File: src/rtl/times_table_writer_if.sv
// Times-table RAM write bus: control handshake (start/stall/busy/done) plus the RAM write port.
// Latency: none, a plain signal bundle.
// Backpressure: stall is driven by the control/memory side and must be honoured by the writer.
//
// Modports:
//   master - control/memory side: drives start, stall; observes the write port and status.
//   slave  - the table writer: samples start, stall; drives ena, wea, addra, dina, busy, done.
interface times_table_writer_if #(
    parameter int OP_BITS   = 3,
    parameter int ADDR_BITS = 2 * OP_BITS,
    parameter int DATA_BITS = 2 * OP_BITS
) ();
    logic                 start;
    logic                 stall;
    logic                 ena;
    logic                 wea;
    logic [ADDR_BITS-1:0] addra;
    logic [DATA_BITS-1:0] dina;
    logic                 busy;
    logic                 done;

    modport master (
        output start,
        output stall,
        input  ena,
        input  wea,
        input  addra,
        input  dina,
        input  busy,
        input  done
    );

    modport slave (
        input  start,
        input  stall,
        output ena,
        output wea,
        output addra,
        output dina,
        output busy,
        output done
    );
endinterface

File: src/rtl/times_table_writer.sv
// Builds the a*b times table in a single-port RAM at run time, address {a,b}, using repeated addition.
// Latency: start at edge k -> writes on cycles k+1..k+N*N, done pulse on cycle k+N*N+1.
// Backpressure: stall=1 freezes the sweep (no write, busy held) and it resumes at the same entry.
//
// Ports:
//   clk   - rising-edge clock
//   rst_n - asynchronous active-low reset
//   bus   - slave side of times_table_writer_if (start/stall in; ena/wea/addra/dina/busy/done out)
module times_table_writer #(
    parameter int OP_BITS   = 3,
    parameter int ADDR_BITS = 2 * OP_BITS,
    parameter int DATA_BITS = 2 * OP_BITS
) (
    input  logic                  clk,
    input  logic                  rst_n,
    times_table_writer_if.slave   bus
);

    localparam logic [1:0] ST_IDLE  = 2'd0;
    localparam logic [1:0] ST_WRITE = 2'd1;
    localparam logic [1:0] ST_DONE  = 2'd2;

    localparam logic [OP_BITS-1:0] OP_MAX = {OP_BITS{1'b1}};

    logic [1:0]           state_q, state_d;
    logic [OP_BITS-1:0]   a_q, a_d;
    logic [OP_BITS-1:0]   b_q, b_d;
    logic [DATA_BITS-1:0] acc_q, acc_d;
    logic                 ena_q, ena_d;
    logic                 busy_q, busy_d;
    logic                 done_q, done_d;
    logic [ADDR_BITS-1:0] addra_q, addra_d;
    logic [DATA_BITS-1:0] dina_q, dina_d;

    // Outputs are registered one step behind the state: the edge that sees
    // state WRITE with stall=0 launches the write of entry (a,b) for the
    // following cycle, and the edge that sees state DONE launches done.
    always_comb begin
        state_d = state_q;
        a_d     = a_q;
        b_d     = b_q;
        acc_d   = acc_q;
        addra_d = addra_q;
        dina_d  = dina_q;
        ena_d   = 1'b0;
        busy_d  = 1'b0;
        done_d  = 1'b0;

        case (state_q)
            ST_IDLE: begin
                if (bus.start) begin
                    state_d = ST_WRITE;
                    a_d     = '0;
                    b_d     = '0;
                    acc_d   = '0;
                end
            end

            ST_WRITE: begin
                busy_d = 1'b1;
                // A stalled cycle keeps a/b/acc and the last address/data.
                if (!bus.stall) begin
                    ena_d   = 1'b1;
                    addra_d = ADDR_BITS'({a_q, b_q});
                    dina_d  = acc_q;
                    if (b_q != OP_MAX) begin
                        // Next column of the same row: product grows by a.
                        b_d   = b_q + 1'b1;
                        acc_d = acc_q + DATA_BITS'(a_q);
                    end else if (a_q != OP_MAX) begin
                        // New row: column 0 always starts from a zero product.
                        a_d   = a_q + 1'b1;
                        b_d   = '0;
                        acc_d = '0;
                    end else begin
                        // Last entry is being written now.
                        state_d = ST_DONE;
                    end
                end
            end

            ST_DONE: begin
                done_d  = 1'b1;
                state_d = ST_IDLE;
            end

            default: begin
                state_d = ST_IDLE;
            end
        endcase
    end

    always_ff @(posedge clk or negedge rst_n) begin
        if (!rst_n) begin
            state_q <= ST_IDLE;
            a_q     <= '0;
            b_q     <= '0;
            acc_q   <= '0;
            ena_q   <= 1'b0;
            busy_q  <= 1'b0;
            done_q  <= 1'b0;
            addra_q <= '0;
            dina_q  <= '0;
        end else begin
            state_q <= state_d;
            a_q     <= a_d;
            b_q     <= b_d;
            acc_q   <= acc_d;
            ena_q   <= ena_d;
            busy_q  <= busy_d;
            done_q  <= done_d;
            addra_q <= addra_d;
            dina_q  <= dina_d;
        end
    end

    // Every enabled cycle is a write, so ena and wea share one register.
    assign bus.ena   = ena_q;
    assign bus.wea   = ena_q;
    assign bus.addra = addra_q;
    assign bus.dina  = dina_q;
    assign bus.busy  = busy_q;
    assign bus.done  = done_q;

endmodule

File: src/flat_wrapper.sv
// flat-port wrapper written by rule: the top's interface ports become plain ports
module times_table_writer_flat 
#(
    parameter int OP_BITS   = 3,
    parameter int ADDR_BITS = 2 * OP_BITS,
    parameter int DATA_BITS = 2 * OP_BITS
)
  (clk, rst_n, bus_start, bus_stall, bus_ena, bus_wea, bus_addra, bus_dina, bus_busy, bus_done);
  times_table_writer_if #(.OP_BITS(OP_BITS), .ADDR_BITS(ADDR_BITS), .DATA_BITS(DATA_BITS)) bus_i ();
  input  logic clk;
  input  logic rst_n;
  input wire logic [$bits(bus_i.start)-1:0] bus_start;
  input wire logic [$bits(bus_i.stall)-1:0] bus_stall;
  output wire logic [$bits(bus_i.ena)-1:0] bus_ena;
  output wire logic [$bits(bus_i.wea)-1:0] bus_wea;
  output wire logic [$bits(bus_i.addra)-1:0] bus_addra;
  output wire logic [$bits(bus_i.dina)-1:0] bus_dina;
  output wire logic [$bits(bus_i.busy)-1:0] bus_busy;
  output wire logic [$bits(bus_i.done)-1:0] bus_done;
  assign bus_i.start = bus_start;
  assign bus_i.stall = bus_stall;
  assign bus_ena = bus_i.ena;
  assign bus_wea = bus_i.wea;
  assign bus_addra = bus_i.addra;
  assign bus_dina = bus_i.dina;
  assign bus_busy = bus_i.busy;
  assign bus_done = bus_i.done;
  times_table_writer #(.OP_BITS(OP_BITS), .ADDR_BITS(ADDR_BITS), .DATA_BITS(DATA_BITS)) u_core (.clk(clk), .rst_n(rst_n), .bus(bus_i));
endmodule
File: config.mk
export PLATFORM = sky130hd
export DESIGN_NAME = times_table_writer_flat
export DESIGN_NICKNAME = d
export VERILOG_FILES = /design/src/rtl/times_table_writer_if.sv /design/src/rtl/times_table_writer.sv /design/src/flat_wrapper.sv
export SDC_FILE = /design/constraint.sdc
export NUM_CORES = 1
export LEC_CHECK = 0
export CELL_PAD_IN_SITES_DETAIL_PLACEMENT = 1
export CELL_PAD_IN_SITES_GLOBAL_PLACEMENT = 1
export CORE_AREA = 2 2 57 86
export DETAILED_ROUTE_END_ITERATION = 6
export DIE_AREA = 0 0 59 88
export HOLD_SLACK_MARGIN = 0.03
export PLACE_DENSITY_LB_ADDON = 0.1
export SYNTH_ARGS = -nofsm -noshare
export SYNTH_HDL_FRONTEND = slang
export SYNTH_SLANG_ARGS = --single-unit
File: constraint.sdc
create_clock -name clk -period 2 [get_ports clk]
set_clock_uncertainty 0.2 [all_clocks]
set_input_delay 0.4 -clock clk [delete_from_list [all_inputs] [get_ports clk]]
set_output_delay 0.4 -clock clk [all_outputs]
set_load 0.01 [all_outputs]
==> impl_results.md, run 1 <==
- Status: complete, no violations
- Total Routed Length: 2640 um
- Synthesized net count: 107
- Vias: 910
- CP Launch Type: flop
- Share of cells above drive strength 1: 37.2%
- Fin crit share: 97.7%
- Tmin final: 1.95 ns
- RR Endpoint: u_core.acc_q[4]
- ANT nets after route: 0
- Synth Instances: 95
- Most frequent cells in the layout: dfrtp_1, clkdlybuf4s50_1, buf_4
- R2R cell count: 6
- TritonCTS clock tree: built
- Arrival time worst endpoint: 1.95 ns
- P_leak: 0.843 nW
- Hold crit path type: input pin to asynchronous set/reset pin
- Chip width: 59 um
- Setup_tns: 0 ns
- Root buffer cell: clkbuf_8
- Pre-antenna DRT Iters: 4
- P per Cell Area: 1260 mW/mm2
- Synth-to-layout area growth: 40.4%
- Mux cell area share after synthesis: 13.0%
- Synthesized flop and latch total: 29
- Initial DRC count: 9
- Detailed placement HPWL: 2050 um
- Largest net degree at the start of global routing: 30
- Levels on crit path: 6
- Critical Path, Cell by Cell: ha_1 > ha_2 > nand2_2 > a31oi_4 > or4b_1 > a21boi_1
- Antenna Cells: 0
- CTS Sinks: 29
- CTS buffer count: 5
- Slowest stage delay, CP: 0.49 ns
- Core area: 0.00443 mm2
- Vias in the first global route: 965
- CP Buf/Inv Count: 0
- Unrepaired setup endpoints after global routing: yes
- Number of I/O port buffers: 19
- Clock buffer depth: 2
- Crit-path slowest cell: or4b_1
- Crit. Startpoint: u_core.a_q[0]
- Post-synthesis xor/xnor area fraction: 0.678%
- Synthesis warning total: 0
- Avg Cell Area, Syn: 13.6 um2
- Slew Limit Fails: 0
- Die area: 0.00519 mm2
- Clock transition at path regs: 0.06 ns
- Initial Util: 29.2%
- Worst setup path class: flop to flop
- GRT Residual Overflow: 0
- First-pass GRT wire length: 4540 um
- Synth Cell Area: 0.00129 mm2
- Commonest non-fill, non-tap cell in the layout: dfrtp_1
- Layout Nets: 148
- Via/cell ratio: 4.92
- Utilization after layout: 40.9%
- CP delay by family, top: simple AND/OR/NAND/NOR gates
- Worst Tran Pin Value: 0.390 ns
- Worst R2R Start: u_core.a_q[0]
- Simple-gate area share of the yosys netlist: 8.72%
- Final worst setup slack: 0.0457 ns
- Synth cell types: 33
- H-tree levels: 2
- Relative slew margins: 73.6%
- Endpoints failing setup: 0
- Rows: 30
- Adder-cell area share of the yosys netlist: 8.33%
- Critical Path RT: 2.00 ns
- Place WS: -0.154 ns
- Top-level I/O count: 20
- Compound-cell area share of the yosys netlist: 10.7%
- Maxcap violations: 0
- Final hold violations: 0
- Placer Congestion: 0.664
- Die Height: 88 um
- Worst-path fanout max: 5
- Crit path capture: u_core.acc_q[4]
- GRT Util Overall: 11.8%
- Design Power: 2.29 mW
- Initial antenna violation count: 0
- Worst-Skew Late Latency: 0.27 ns
- Largest family of logic cells by synthesized area: multiplexers
- Setup crit end kind: flop
- Seq/Total Area, Yosys: 56.2%
- Achievable Freq: 0.512 GHz
- Maximum VDD drop: 0.000555 V
- Drt drc: 0
- Post-DR wirelength/cell: 14.3 um
- Reg2Reg Setup Slack: 0.05 ns
## worst reg2reg max path: stages, from the launching register on
cell	delay (ns)
dfrtp_1	0.41
ha_1	0.22
ha_2	0.21
nand2_2	0.11
a31oi_4	0.11
or4b_1	0.49
a21boi_1	0.13
## worst min-delay path by stage
stage / start / to / slack, ns
3_5_place_dp: u_core.bus.addra[2] / u_core.bus.addra[2] / 0.30
2_1_floorplan: rst_n / u_core.a_q[0] / -0.1
5_1_grt: u_core.bus.dina[2] / u_core.bus.dina[2] / 0.33
4_1_cts: u_core.bus.addra[2] / u_core.bus.addra[2] / 0.31
3_3_place_gp: u_core.bus.dina[4] / u_core.bus.dina[4] / 0.29
6_report: rst_n / u_core.a_q[0] / 0.31
## final cells by class
type / instances / area [um2]
clock buffers: 7 / 96.3
multi-input cells: 60 / 569
well taps: 48 / 60.1
inverters: 2 / 7.51
clock inverters: 1 / 5.00
fillers: 474 / 2620
flip-flops and latches: 29 / 726
repair buffers: 38 / 349
## state kept, by name, summed over array words and instances (netlist names)
signal,count
u_core.state_q,2
u_core.bus.dina,6
u_core.bus.busy,1
u_core.bus.ena,1
u_core.b_q,3
u_core.bus.addra,6
u_core.acc_q,6
u_core.bus.done,1
u_core.a_q,3
## cell usage after synthesis
library cell | n | area [um2]
nand2_1 | 5 | 18.8
a21oi_1 | 2 | 10.0
nor4_1 | 1 | 6.26
or2_1 | 1 | 6.26
o22ai_1 | 1 | 6.26
nor2_2 | 1 | 6.26
buf_2 | 1 | 5.00
o41ai_1 | 1 | 8.76
nand2b_1 | 1 | 6.26
nor3_1 | 2 | 10.0
mux2i_1 | 1 | 10.0
nor2b_1 | 2 | 12.5
nor2_1 | 2 | 7.51
a21o_1 | 1 | 7.51
o31ai_2 | 1 | 12.5
a21boi_1 | 1 | 7.51
a32o_1 | 1 | 10.0
inv_1 | 2 | 7.51
o311ai_0 | 1 | 8.76
o21bai_1 | 1 | 7.51
nor4b_1 | 1 | 8.76
dfrtp_1 | 29 | 726
clkbuf_1 | 1 | 3.75
xor2_1 | 1 | 8.76
ha_1 | 7 | 87.6
buf_4 | 2 | 15.0
fa_1 | 1 | 20.0
or4b_1 | 1 | 10.0
and4bb_1 | 1 | 12.5
a31oi_1 | 1 | 6.26
mux2_2 | 14 | 158
and2b_1 | 1 | 7.51
a22o_1 | 6 | 52.6
## per-stage QoR
step	cell area, um2	std cells	hold WS [ns]
floorplan	1290	95	-0.0956
global placement	1670	176	0.289
detailed placement	1670	176	0.297
CTS	1810	185	0.312
global route	1810	185	0.329
finish	1810	185	0.307
## per-layer routing
| layer | GRT usage [%] | up-vias | share of wire (%) |
|---|---|---|---|
| met5 | 0 | - | 0 |
| met2 | 18.2 | 21 | 50 |
| met4 | 5.58 | 0 | 2.0 |
| met3 | 3.40 | 5 | 4.0 |
| li1 | - | 429 | - |
| met1 | 15.2 | 455 | 44 |
## where the power goes
part | internal (mW) | total [mW] | switching (mW)
Clock | 0.310 | 0.520 | 0.210
Combinational | 0.532 | 0.860 | 0.328
Sequential | 0.781 | 0.911 | 0.130
Total | 1.62 | 2.29 | 0.668
## what timing repair did
action | in CTS | in global routing
gates resized for setup | 8 | 2
pin swaps | 3 | 1
buffers inserted | 1 | 0
hold buffers | 0 | 0
setup endpoints to repair | 10 | 4
## logic make-up (layout without fill, tap and decap cells)
kind of cell    count (synthesis)  in the layout
flops                          29             29
buf+inv                         6             48
mux                            15             15
xor+xnor                        1              1
compound gates                 17             17
simple gates                   19             19
fa+ha+maj                       8              8
Power figures use the tool's default switching activity.
==> inputs of run 2 (changes only) <==
Settings changed: ABC_CLOCK_PERIOD_IN_PS from default to 2000.
==> results of run 2 <==
Final layout, timing and power as in run 1 (identical DEF).
==> inputs of run 3 (changes only) <==
Settings changed: CORE_AREA 2 2 57 86 to 2 2 51 77, DIE_AREA 0 0 59 88 to 0 0 53 79.
==> impl_results.md, run 3 (synthesis gave the netlist of run 1 again) <==
- Status: complete, no violations (unchanged)
- Final hold violations: 0 (unchanged)
- P_leak: 0.837 nW (was 0.843 nW)
- H-tree levels: 2 (unchanged)
- Number of I/O port buffers: 19 (unchanged)
- Setup crit end kind: flop (unchanged)
- Maximum VDD drop: 0.000762 V (was 0.000555 V)
- Initial antenna violation count: 0 (unchanged)
- Dpl cell area: 0.00161 mm2 (was 0.00167 mm2)
- Vias in the first global route: 992 (was 965)
- Pre-antenna DRT Iters: 3 (was 4)
- Drt drc: 0 (unchanged)
- Tmin final: 1.95 ns (about the same)
- Worst setup path class: flop to flop (unchanged)
- Die Height: 79 um (was 88 um)
- Root buffer cell: clkbuf_8 (unchanged)
- Critical Path RT: 1.96 ns (was 2.00 ns)
- WHS: 0.303 ns (was 0.307 ns)
- GRT Util Overall: 16.7% (was 11.8%)
- Placer Congestion: 0.753 (was 0.664)
- Layout fillers: 379 (was 474)
- First-pass GRT wire length: 4940 um (was 4540 um)
- Maxcap violations: 0 (unchanged)
- Layout Nets: 142 (was 148)
- Worst Tran Pin Value: 0.711 ns (was 0.390 ns)
- Reg2Reg Setup Slack: 0.05 ns (about the same)
- CTS buffer count: 5 (unchanged)
- Top-level I/O count: 20 (unchanged)
- Vias: 903 (was 910)
- Unrepaired setup endpoints after global routing: yes (unchanged)
- Core area: 0.00355 mm2 (was 0.00443 mm2)
- Clock buffer depth: 2 (unchanged)
- Design Power: 2.48 mW (was 2.29 mW)
- Fin area: 0.00181 mm2 (about the same)
- Register Area: 726 um2 (unchanged)
- Clock transition at path regs: 0.07 ns (was 0.06 ns)
- Fin crit share: 97.4% (was 97.7%)
- Antenna Cells: 0 (unchanged)
- Rows: 27 (was 30)
- Most frequent cells in the layout: dfrtp_1, clkdlybuf4s50_1, mux2_2 (was dfrtp_1, clkdlybuf4s50_1, buf_4)
- GRT Residual Overflow: 0 (unchanged)
- Non-Filler Instances: 174 (was 185)
- Slew Limit Fails: 0 (unchanged)
- Total Routed Length: 2800 um (was 2640 um)
- Post-DR wirelength/cell: 16.1 um (was 14.3 um)
- Footprint of the multi-input gates: 589 um2 (was 569 um2)
- Placed cell count: 164 (was 176)
- Arrival time worst endpoint: 1.91 ns (was 1.95 ns)
- Setup_tns: 0 ns (unchanged)
- Initial DRC count: 10 (was 9)
- ANT nets after route: 0 (unchanged)
- CTS Sinks: 29 (unchanged)
- Relative slew margins: 52.2% (was 73.6%)
- Hold crit path type: input pin to asynchronous set/reset pin (unchanged)
- Chip width: 53 um (was 59 um)
- Die area: 0.00419 mm2 (was 0.00519 mm2)
- Detailed placement HPWL: 1980 um (was 2050 um)
- Commonest non-fill, non-tap cell in the layout: dfrtp_1 (unchanged)
- P per Cell Area: 1370 mW/mm2 (was 1260 mW/mm2)
- Largest net degree at the start of global routing: 30 (unchanged)
- Endpoints failing setup: 0 (unchanged)
- CP Launch Type: flop (unchanged)
- Worst-path fanout max: 4 (was 5)
- Synth-to-layout area growth: 40.2% (was 40.4%)
- Achievable Freq: 0.514 GHz (was 0.512 GHz)
- Worst-Skew Late Latency: 0.29 ns (was 0.27 ns)
- Share of cells above drive strength 1: 35.1% (was 37.2%)
- Via/cell ratio: 5.19 (was 4.92)
- TritonCTS clock tree: built (unchanged)
- Initial Util: 36.4% (was 29.2%)
## run 3: worst paths after layout
path,start,depth (start not counted),end
max,u_core.a_q[0],6,u_core.a_q[0]
min,rst_n,2,u_core.state_q[1]
max reg2reg,u_core.a_q[0],6,u_core.a_q[0]
min reg2reg,u_core.bus.dina[4],1,u_core.bus.dina[4]
max in group asynchronous,rst_n,2,u_core.a_q[1]
min in group clk,u_core.bus.dina[4],1,u_core.bus.dina[4]
## run 3: stage by stage
stage	setup WS, ns	utilization [%]
final	0.0526	51.0
after global routing	-0.0437	51.0
after CTS	0.00246	49.8
after detailed placement	-0.141	45.3
after global placement	-0.0962	45.3
after floorplan	0.0184	-
## run 3: critical path, stage by stage, from the launching register on
cell      delay [ns]
dfrtp_1         0.43
ha_2            0.20
ha_2            0.21
and4bb_1        0.29
o21bai_2        0.09
buf_4           0.16
mux2_2          0.26
## run 3: where the power goes
part	switching, mW	internal [mW]
sequential	0.146	0.781
clock	0.224	0.494
combinational	0.323	0.512
## run 3: cell type report
class / count / area share, %
clock buffer: 5 / 3.80
clock inverter: 3 / 3.59
inverter: 2 / 0.415
multi-input combinational: 60 / 32.6
sequential: 29 / 40.1
tap: 43 / 2.97
timing repair buffer: 32 / 16.6
## run 3: metal layers
layer / global-route usage (%) / wire length (um) / up-vias
met5: 0 / 0 / -
met1: 18.7 / 1080 / 463
met3: 5.08 / 108 / 6
met2: 27.8 / 1540 / 16
li1: - / - / 418
met4: 8.46 / 72 / 0
## run 3: timing repair
item	4_1_cts	5_1_grt
buffers inserted	0	2
setup endpoints to repair	8	9
gates resized for setup	5	7
pin swaps	1	4
gates cloned	0	0
hold buffers	0	0
